**src/rtl/anim_sprite_drawer_if.sv**
```systemverilog
// Bundle between the game-state logic / frame-buffer writer and the sprite address generator.
// The master drives the sequencing controls and coordinates; the slave returns the address and hit flags.
interface anim_sprite_drawer_if #(
    parameter int ADDR_W  = 18,
    parameter int COORD_W = 10
);
    logic               frame_tick;
    logic               anim_en;
    logic               anim_restart;
    logic [1:0]         mode;
    logic               mirror;
    logic [COORD_W-1:0] WriteX;
    logic [COORD_W-1:0] WriteY;
    logic [COORD_W-1:0] DrawX;
    logic [COORD_W-1:0] DrawY;
    logic [COORD_W-1:0] PosX;
    logic [COORD_W-1:0] PosY;
    logic               sprite_on_wr;
    logic               sprite_on_dr;
    logic [ADDR_W-1:0]  address;
    logic [2:0]         frame_idx;
    logic               anim_done;

    modport master (
        output frame_tick, anim_en, anim_restart, mode, mirror,
        output WriteX, WriteY, DrawX, DrawY, PosX, PosY,
        input  sprite_on_wr, sprite_on_dr, address, frame_idx, anim_done
    );

    modport slave (
        input  frame_tick, anim_en, anim_restart, mode, mirror,
        input  WriteX, WriteY, DrawX, DrawY, PosX, PosY,
        output sprite_on_wr, sprite_on_dr, address, frame_idx, anim_done
    );
endinterface

```
**src/rtl/anim_sprite_drawer.sv**
```systemverilog
// Animated sprite ROM address generator: frame sequencer (loop / one-shot / ping-pong)
// plus a registered write-side address/hit and a combinational draw-side hit.
module anim_sprite_drawer #(
    parameter int SIZE_X     = 88,
    parameter int SIZE_Y     = 94,
    parameter int NUM_FRAMES = 2,
    parameter int FRAME_BASE = 207867,
    parameter int HOLD_TICKS = 10,
    parameter int ADDR_W     = 18,
    parameter int COORD_W    = 10
) (
    input logic                  Clk50,
    input logic                  Reset_n,
    anim_sprite_drawer_if.slave  bus
);

    localparam int                 FRAME_PIX = SIZE_X * SIZE_Y;
    localparam int                 HOLD_W    = (HOLD_TICKS > 1) ? $clog2(HOLD_TICKS) : 1;
    localparam logic [HOLD_W-1:0]  HOLD_LAST = HOLD_W'(HOLD_TICKS - 1);
    localparam logic [2:0]         LAST_IDX  = 3'(NUM_FRAMES - 1);
    localparam logic [COORD_W:0]   SX_EXT    = (COORD_W+1)'(SIZE_X);
    localparam logic [COORD_W:0]   SY_EXT    = (COORD_W+1)'(SIZE_Y);
    localparam logic [COORD_W-1:0] SX_M1     = COORD_W'(SIZE_X - 1);

    typedef enum logic {PLAY, DONE} state_t;

    state_t             state, state_nx;
    logic [2:0]         frame_idx_q, idx_nx;
    logic [HOLD_W-1:0]  hold_cnt, hold_nx;
    logic               dir_bwd, dir_nx;

    logic [COORD_W-1:0] dist_x_p0, dist_y_p0, col_p0;
    logic [ADDR_W-1:0]  frame_start_p0, offset_p0, addr_p0;
    logic               hit_wr_p0;
    logic [ADDR_W-1:0]  addr_p1;
    logic               hit_wr_p1;

    // Box test at COORD_W+1 bits so a sprite hanging off the right/bottom edge never wraps.
    function automatic logic in_box(input logic [COORD_W-1:0] x, input logic [COORD_W-1:0] y,
                                    input logic [COORD_W-1:0] px, input logic [COORD_W-1:0] py);
        logic [COORD_W:0] x_end, y_end;
        x_end = {1'b0, px} + SX_EXT;
        y_end = {1'b0, py} + SY_EXT;
        return (x >= px) && ({1'b0, x} < x_end) && (y >= py) && ({1'b0, y} < y_end);
    endfunction

    always_ff @(posedge Clk50 or negedge Reset_n) begin
        if (!Reset_n) begin
            state       <= PLAY;
            frame_idx_q <= '0;
            hold_cnt    <= '0;
            dir_bwd     <= 1'b0;
        end else begin
            state       <= state_nx;
            frame_idx_q <= idx_nx;
            hold_cnt    <= hold_nx;
            dir_bwd     <= dir_nx;
        end
    end

    always_comb begin
        state_nx = state;
        idx_nx   = frame_idx_q;
        hold_nx  = hold_cnt;
        dir_nx   = dir_bwd;
        if (bus.anim_restart) begin
            state_nx = PLAY;
            idx_nx   = '0;
            hold_nx  = '0;
            dir_nx   = 1'b0;
        end else if (bus.frame_tick && bus.anim_en && (state == PLAY)) begin
            if (hold_cnt != HOLD_LAST) begin
                hold_nx = hold_cnt + HOLD_W'(1);
            end else begin
                hold_nx = '0;
                case (bus.mode)
                    2'b01: begin
                        if (frame_idx_q >= LAST_IDX) begin
                            state_nx = DONE;
                        end else begin
                            idx_nx = frame_idx_q + 3'd1;
                            if (frame_idx_q + 3'd1 == LAST_IDX) state_nx = DONE;
                        end
                    end
                    2'b10: begin
                        // Turn around on the end frame itself so it is not shown twice.
                        if (LAST_IDX == 3'd0) begin
                            idx_nx = '0;
                        end else if (!dir_bwd) begin
                            if (frame_idx_q >= LAST_IDX) begin
                                dir_nx = 1'b1;
                                idx_nx = frame_idx_q - 3'd1;
                            end else begin
                                idx_nx = frame_idx_q + 3'd1;
                            end
                        end else begin
                            if (frame_idx_q == 3'd0) begin
                                dir_nx = 1'b0;
                                idx_nx = 3'd1;
                            end else begin
                                idx_nx = frame_idx_q - 3'd1;
                            end
                        end
                    end
                    default: begin
                        idx_nx = (frame_idx_q >= LAST_IDX) ? 3'd0 : frame_idx_q + 3'd1;
                    end
                endcase
            end
        end
    end

    // Stage p0: combinational address from the write coordinate and the current frame.
    always_comb begin
        dist_x_p0      = bus.WriteX - bus.PosX;
        dist_y_p0      = bus.WriteY - bus.PosY;
        col_p0         = bus.mirror ? (SX_M1 - dist_x_p0) : dist_x_p0;
        frame_start_p0 = ADDR_W'(FRAME_BASE) + ADDR_W'(32'(frame_idx_q) * FRAME_PIX);
        offset_p0      = ADDR_W'(32'(dist_y_p0) * SIZE_X + 32'(col_p0));
        hit_wr_p0      = in_box(bus.WriteX, bus.WriteY, bus.PosX, bus.PosY);
        addr_p0        = hit_wr_p0 ? (frame_start_p0 + offset_p0) : frame_start_p0;
    end

    // Stage p1: registered address and its matching hit flag.
    always_ff @(posedge Clk50 or negedge Reset_n) begin
        if (!Reset_n) begin
            addr_p1   <= ADDR_W'(FRAME_BASE);
            hit_wr_p1 <= 1'b0;
        end else begin
            addr_p1   <= addr_p0;
            hit_wr_p1 <= hit_wr_p0;
        end
    end

    assign bus.address      = addr_p1;
    assign bus.sprite_on_wr = hit_wr_p1;
    assign bus.sprite_on_dr = in_box(bus.DrawX, bus.DrawY, bus.PosX, bus.PosY);
    assign bus.frame_idx    = frame_idx_q;
    assign bus.anim_done    = (state == DONE);

endmodule

```
**src/flat_wrapper.sv**
```systemverilog
// flat-port wrapper written by rule: the top's interface ports become plain ports
module anim_sprite_drawer_flat 
#(
    parameter int SIZE_X     = 88,
    parameter int SIZE_Y     = 94,
    parameter int NUM_FRAMES = 2,
    parameter int FRAME_BASE = 207867,
    parameter int HOLD_TICKS = 10,
    parameter int ADDR_W     = 18,
    parameter int COORD_W    = 10
)
  (Clk50, Reset_n, bus_frame_tick, bus_anim_en, bus_anim_restart, bus_mode, bus_mirror, bus_WriteX, bus_WriteY, bus_DrawX, bus_DrawY, bus_PosX, bus_PosY, bus_sprite_on_wr, bus_sprite_on_dr, bus_address, bus_frame_idx, bus_anim_done);
  anim_sprite_drawer_if #(.ADDR_W(ADDR_W), .COORD_W(COORD_W)) bus_i ();
  input logic Clk50;
  input logic Reset_n;
  input wire logic [$bits(bus_i.frame_tick)-1:0] bus_frame_tick;
  input wire logic [$bits(bus_i.anim_en)-1:0] bus_anim_en;
  input wire logic [$bits(bus_i.anim_restart)-1:0] bus_anim_restart;
  input wire logic [$bits(bus_i.mode)-1:0] bus_mode;
  input wire logic [$bits(bus_i.mirror)-1:0] bus_mirror;
  input wire logic [$bits(bus_i.WriteX)-1:0] bus_WriteX;
  input wire logic [$bits(bus_i.WriteY)-1:0] bus_WriteY;
  input wire logic [$bits(bus_i.DrawX)-1:0] bus_DrawX;
  input wire logic [$bits(bus_i.DrawY)-1:0] bus_DrawY;
  input wire logic [$bits(bus_i.PosX)-1:0] bus_PosX;
  input wire logic [$bits(bus_i.PosY)-1:0] bus_PosY;
  output wire logic [$bits(bus_i.sprite_on_wr)-1:0] bus_sprite_on_wr;
  output wire logic [$bits(bus_i.sprite_on_dr)-1:0] bus_sprite_on_dr;
  output wire logic [$bits(bus_i.address)-1:0] bus_address;
  output wire logic [$bits(bus_i.frame_idx)-1:0] bus_frame_idx;
  output wire logic [$bits(bus_i.anim_done)-1:0] bus_anim_done;
  assign bus_i.frame_tick = bus_frame_tick;
  assign bus_i.anim_en = bus_anim_en;
  assign bus_i.anim_restart = bus_anim_restart;
  assign bus_i.mode = bus_mode;
  assign bus_i.mirror = bus_mirror;
  assign bus_i.WriteX = bus_WriteX;
  assign bus_i.WriteY = bus_WriteY;
  assign bus_i.DrawX = bus_DrawX;
  assign bus_i.DrawY = bus_DrawY;
  assign bus_i.PosX = bus_PosX;
  assign bus_i.PosY = bus_PosY;
  assign bus_sprite_on_wr = bus_i.sprite_on_wr;
  assign bus_sprite_on_dr = bus_i.sprite_on_dr;
  assign bus_address = bus_i.address;
  assign bus_frame_idx = bus_i.frame_idx;
  assign bus_anim_done = bus_i.anim_done;
  anim_sprite_drawer #(.SIZE_X(SIZE_X), .SIZE_Y(SIZE_Y), .NUM_FRAMES(NUM_FRAMES), .FRAME_BASE(FRAME_BASE), .HOLD_TICKS(HOLD_TICKS), .ADDR_W(ADDR_W), .COORD_W(COORD_W)) u_core (.Clk50(Clk50), .Reset_n(Reset_n), .bus(bus_i));
endmodule
```
**config.mk**
```make
export PLATFORM = sky130hd
export DESIGN_NAME = anim_sprite_drawer_flat
export DESIGN_NICKNAME = d
export VERILOG_FILES = /design/src/rtl/anim_sprite_drawer_if.sv /design/src/rtl/anim_sprite_drawer.sv /design/src/flat_wrapper.sv
export SDC_FILE = /design/constraint.sdc
export NUM_CORES = 1
export LEC_CHECK = 0
export ABC_AREA = 1
export CAP_MARGIN = 10
export CELL_PAD_IN_SITES_DETAIL_PLACEMENT = 0
export CELL_PAD_IN_SITES_GLOBAL_PLACEMENT = 1
export CORE_AREA = 2 2 122 124
export CTS_CLUSTER_SIZE = 10
export DETAILED_ROUTE_END_ITERATION = 7
export DIE_AREA = 0 0 124 126
export PLACE_DENSITY_LB_ADDON = 0.1
export SETUP_SLACK_MARGIN = 0.02
export SLEW_MARGIN = 10
export SYNTH_ARGS = -nofsm -noshare
export SYNTH_HDL_FRONTEND = slang
export SYNTH_SLANG_ARGS = --single-unit
```
**constraint.sdc**
```tcl
create_clock -name Clk50 -period 5.8 [get_ports Clk50]
set_clock_uncertainty 0.2 [all_clocks]
set_input_delay 0.87 -clock Clk50 [delete_from_list [all_inputs] [get_ports Clk50]]
set_output_delay 0.87 -clock Clk50 [all_outputs]
set_load 0.02 [all_outputs]
```
# After elaboration in Yosys (flattened, before gate mapping)
# Cells that the tools add are included.
# op_classes
addsub,11
multipliers,2
n_lt_le_gt_ge,9
n_eq_ne,6
n_mux,27
n_bitwise,1
n_reduce_logical,16
# ops
op,count
10-bit by 11-bit less-than comparator with 1-bit output,4
10-bit greater-or-equal comparator,4
3-bit 2-to-1 mux,8
10-bit by 7-bit adder with 11-bit output (second input constant),2
10-bit subtractor,2
17-bit by 10-bit adder with 18-bit output,1
18-bit by 17-bit adder with 18-bit output (first input constant),1
18-bit adder,1
18-bit 2-to-1 mux,1
10-bit by 4-bit multiplier with 14-bit output (second input constant),1
3-bit by 10-bit multiplier with 13-bit output (second input constant),1
1-bit 2-to-1 mux,13
4-bit 2-to-1 mux,3
10-bit 2-to-1 mux,1
7-bit by 10-bit subtractor with 10-bit output (first input constant),1
1-bit logical AND,8
3-bit one-hot mux with 2 select lines,1
3-bit AND reduction,2
2-bit nonzero test,3
4-bit by 1-bit adder with 4-bit output (second input constant),1
4-bit != test (second input constant),1
4-bit AND reduction,1
3-bit by 1-bit adder with 3-bit output (second input constant),1
3-bit by 1-bit == test with 1-bit output (second input constant),1
9 further kinds,9
# word_totals
ff_bits,28
inputBits,68
output_inout_bits,24
wordCells,78

# Logic depth before layout (Yosys ltp)
# logic_depth
word_depth,8
ltp_mapped,33
depth_no_buf,33

# Least setup slack after synthesis
# OpenSTA, ideal clock, no wires.
# synth_path
kind,input port to flip-flop
start,in bus_PosY[2]
end,reg u_core.addr_p1[17] (netlist: u_core.bus.address[17])
setup_time_ns,0.060
arrival_ns,5.322
t_required_ns,5.540
slack_ns,0.217
cell_stages,28
n_path_buf,0
cell_sequence,inv_1 > ha_1 > a21oi_1 > o21ai_0 > a21oi_1 > xnor2_1 > ha_1 > inv_1 > fa_1 > inv_1 > ha_1 > a21oi_1 > inv_1 > nor3_1 > o21ai_0 > a21oi_1 > xor2_1 > ha_1 > ha_1 > nand2_1 > nor3_1 > and2_1 > nand2_1 > nand2_1 > nand2_1 > nand2_1 > nand3_1 > nand2_1
# synth_via
elab_chain_len,5
elab_cells_between_ends,10
classes_between,4 x add/sub; 1 x mul; 2 x order compare; 1 x mux; 2 x reduce/logical
# synth_rtl
element,line_no,rtl
"start, declared",flat_wrapper.sv:26,input wire logic [$bits(bus_i.PosY)-1:0] bus_PosY;
10-bit subtractor,anim_sprite_drawer.sv:116,dist_y_p0 = bus.WriteY - bus.PosY;
10-bit by 4-bit multiplier with 14-bit output,anim_sprite_drawer.sv:119,offset_p0 = ADDR_W'(32'(dist_y_p0) * SIZE_X + 32'(col_p0));
17-bit by 10-bit adder with 18-bit output,anim_sprite_drawer.sv:119,
18-bit adder,anim_sprite_drawer.sv:121,addr_p0 = hit_wr_p0 ? (frame_start_p0 + offset_p0) : frame_start_p0;
18-bit 2-to-1 mux *,anim_sprite_drawer.sv:121,
via u_core.addr_p0[17],anim_sprite_drawer.sv:33,"logic [ADDR_W-1:0] frame_start_p0, offset_p0, addr_p0;"
"end signal, assigned",anim_sprite_drawer.sv:127,addr_p1 <= ADDR_W'(FRAME_BASE);
"end signal, assigned",anim_sprite_drawer.sv:130,addr_p1 <= addr_p0;
"end, declared",anim_sprite_drawer.sv:35,logic [ADDR_W-1:0] addr_p1;
# The timed path passes the listed nets; every way through them passes the cells marked *.
# A chain may end at the register's enable or synchronous reset.

# Final worst setup path
# layout_path
start,in bus_PosY[5]
end,reg u_core.addr_p1[17] (netlist: u_core.bus.address[17])
# Same word-level chain as after synthesis.

==> flow_summary.ini <==
[detailed_routing]
drt-vias-per-instance = 4.91
drt_wl_total_um = 16700
routedWlPerCell_um = 13.1
dr.pass1.iters = 4
drtIter0Drc = 251
num_vias = 6256
drcViolationCount = 0
ant_nets = 0

[timing]
max_freq_mhz = 182
finalHoldViolations = 0
drv_slew = 0
finalSetupViolations = 0
relSlewSlack_pct = 63.3
fin_crit_ns = 5.50
fin_ws_ns = 0.297
min_period_over_period_pct = 94.9
tightest_slew_ns = 0.551

[critical_path]
path_max_fanout = 4
worstPathArrival_ns = 5.51
cp-startpoint = bus_PosY[5]
r2r_setup_slack_ns = 1.83
cp.required_ns = 5.81
critPathCapture = u_core.bus.address[17]
crit_type = in2reg
start_kind = primary input
rr_worst_depth = 18
worstReg2RegStart = u_core.bus.frame_idx[0]
rr_endpoint = u_core.bus.address[14]
endpoint_kind = flip-flop

[cts]
cts_max_level = 1
root_buffer = clkbuf_16
postCtsHoldBufs = 0
path_clk_slew_ns = 0.07
cts_buffer_depth = 2
insertion_delay_ns = 0.27
tritoncts = built
cts_sinks = 28
numCtsBuffers = 3

[synthesis]
synth-seq-area-share_pct = 11.6
yosysWarnings = 0
syn_inst = 896
synth_cell_types = 44
netlist.area_leader.share_pct = 27.2
synth_async_sr_flop_share_pct = 100
synth_edf_count = 0
syn_area_mm2 = 0.00615
synth_ff_type = dfrtp_1
syn-num-nets = 1113
synthMostInstantiatedCell = nand2_1
syn_area_per_cell_um2 = 6.87
synth.area.top_cells = ha_1 27%, nand2_1 13%, inv_1 10%, dfrtp_1 6.1%, dfstp_2 5.5%
synth_common_cells = 213 x nand2_1, 169 x inv_1, 134 x ha_1, 56 x a21oi_1, 53 x nand3_1
yosys.area.top_type = ha_1
ys_seq_elements = 28

[floorplanning]
dieArea_mm2 = 0.0156
pin_count = 92
core-area_mm2 = 0.0143
start_util_pct = 43.0
fp.dieH_um = 126
row_count = 44
die_w_um = 124

[status]
status = finished, final reports clean

[run]
cap_violations = 0

[worst_hold_path]
min_path_type = reg2reg

[placement]
place.gp.congestion = 0.867
hpwl_um = 14100
pre_cts_ws_ns = -0.439
io_buffers = 91

[grt]
grt_pass1_vias = 5997
grt_start_max_net_pins = 29
globalRouteTotalUtil_pct = 20.8
grt_pass1_wl_um = 26700
antenna_found_initial = 0
grt_overflow = 0

[cells_and_area]
num_antenna_cells = 0
finalNetCount = 1309
layout-drive-gt1-share_pct = 20.4
syn2layout_area_growth_pct = 41.3
post-route-util_pct = 60.8
[timing repair]
action | CTS | global route
setup endpoints to repair | 6 | 10
resized for setup | 24 | 87
hold endpoints to repair | 0 | 0
pin swaps | 12 | 50
setup buffers | 3 | 6
[area by class of cell]
cell class              instances  area (um2)
flip-flops and latches         28         717
repair buffers                195        1720
well taps                     184         230
clock buffers                   4        88.8
inverters                     170         641
multi-input cells             694        5310
fillers                      1328        5620
[worst max-delay path, stage by stage]
cell and delay (ns):
clkdlybuf4s50_1 0.49, inv_1 0.07, ha_1 0.36, a21oi_2 0.22, o21ai_4 0.09, a21o_1 0.21, xor2_2 0.14, buf_4 0.13
inv_1 0.05, fa_1 0.54, inv_1 0.07, ha_4 0.31, nand2_2 0.08, o21ai_2 0.19, a21oi_2 0.08, xor2_1 0.16
ha_1 0.33, ha_4 0.31, nand2_4 0.07, nor3_4 0.20, and2_1 0.14, nand2_1 0.06, nand2_1 0.06, nand2_1 0.04
nand2_1 0.06, nand3_1 0.07, nand2_1 0.10
[worst min-delay path by stage]
stage	start	end	slack (ns)	cells past startpoint
2_1_floorplan	u_core.hold_cnt[0]	u_core.hold_cnt[0]	0.30	1
3_3_place_gp	u_core.bus.anim_done	u_core.bus.anim_done	0.33	2
3_5_place_dp	u_core.bus.anim_done	u_core.bus.anim_done	0.35	2
4_1_cts	u_core.hold_cnt[0]	u_core.hold_cnt[0]	0.36	1
5_1_grt	u_core.hold_cnt[0]	u_core.hold_cnt[0]	0.38	1
6_report	u_core.hold_cnt[0]	u_core.hold_cnt[0]	0.35	1
[placed cells by master (no fill, tap or decap), drive strengths merged]
| master | Yosys | layout |
|---|---|---|
| o31a | 1 | 1 |
| xor2 | 40 | 40 |
| clkdlybuf4s50 | 0 | 81 |
| inv | 170 | 170 |
| or2 | 2 | 2 |
| nor3b | 1 | 1 |
| o31ai | 2 | 2 |
| nand3 | 55 | 55 |
| dfstp | 13 | 13 |
| a21boi | 2 | 2 |
| xnor2 | 15 | 15 |
| buf | 3 | 104 |
| a21o | 5 | 5 |
| o22ai | 3 | 3 |
| nor3 | 11 | 11 |
| nor2 | 52 | 52 |
| a31oi | 6 | 6 |
| dfrtp | 15 | 15 |
| and3 | 1 | 1 |
| o211ai | 3 | 3 |
| nor4 | 3 | 3 |
| nand2 | 216 | 216 |
| nand4 | 16 | 16 |
| dlymetal6s2s | 0 | 10 |
| o21ai | 25 | 25 |
| nand3b | 3 | 3 |
| a21oi | 57 | 57 |
| mux2i | 1 | 1 |
| fa | 15 | 15 |
| or3 | 2 | 2 |
| o21bai | 14 | 14 |
| ha | 134 | 134 |
| and2 | 1 | 1 |
| clkbuf | 1 | 4 |
| o2111ai | 2 | 2 |
| o21a | 6 | 6 |
[sequential cells by signal, summed over array words and instances, names as in the netlist]
name,flops
u_core.bus.address,18
u_core.bus.sprite_on_wr,1
u_core.bus.anim_done,1
u_core.dir_bwd,1
u_core.bus.frame_idx,3
u_core.hold_cnt,4
[routing by layer]
metal	track usage, %	vias to the layer above	share of wire, %
met3	1.31	17	2.6
met5	0	-	0
li1	-	3302	-
met2	39.3	116	51
met1	26.0	2821	45
met4	3.37	0	1.4
[stage by stage]
stage,area (um2),instances,hold slack (ns),TNS [ns]
after floorplan,6150,896,0.303,0
after global placement,7980,1262,0.330,-2.50
after detailed placement,7980,1262,0.347,-2.71
after CTS,8220,1269,0.357,0
after global routing,8700,1275,0.379,-0.0299
final,8700,1275,0.352,0
[kinds of logic after synthesis]
family	synth area share, %
AO/OA/AOI/OAI	12.0
XOR/XNOR	7.95
adder cells (fa/ha/maj)	32.1
buffers and inverters	10.8
flip-flops	11.6
multiplexers	0.163
AND/OR/NAND/NOR	25.3
Power is not shown: default switching activity piles up to over one toggle a cycle in this logic, so the estimate is an artifact.
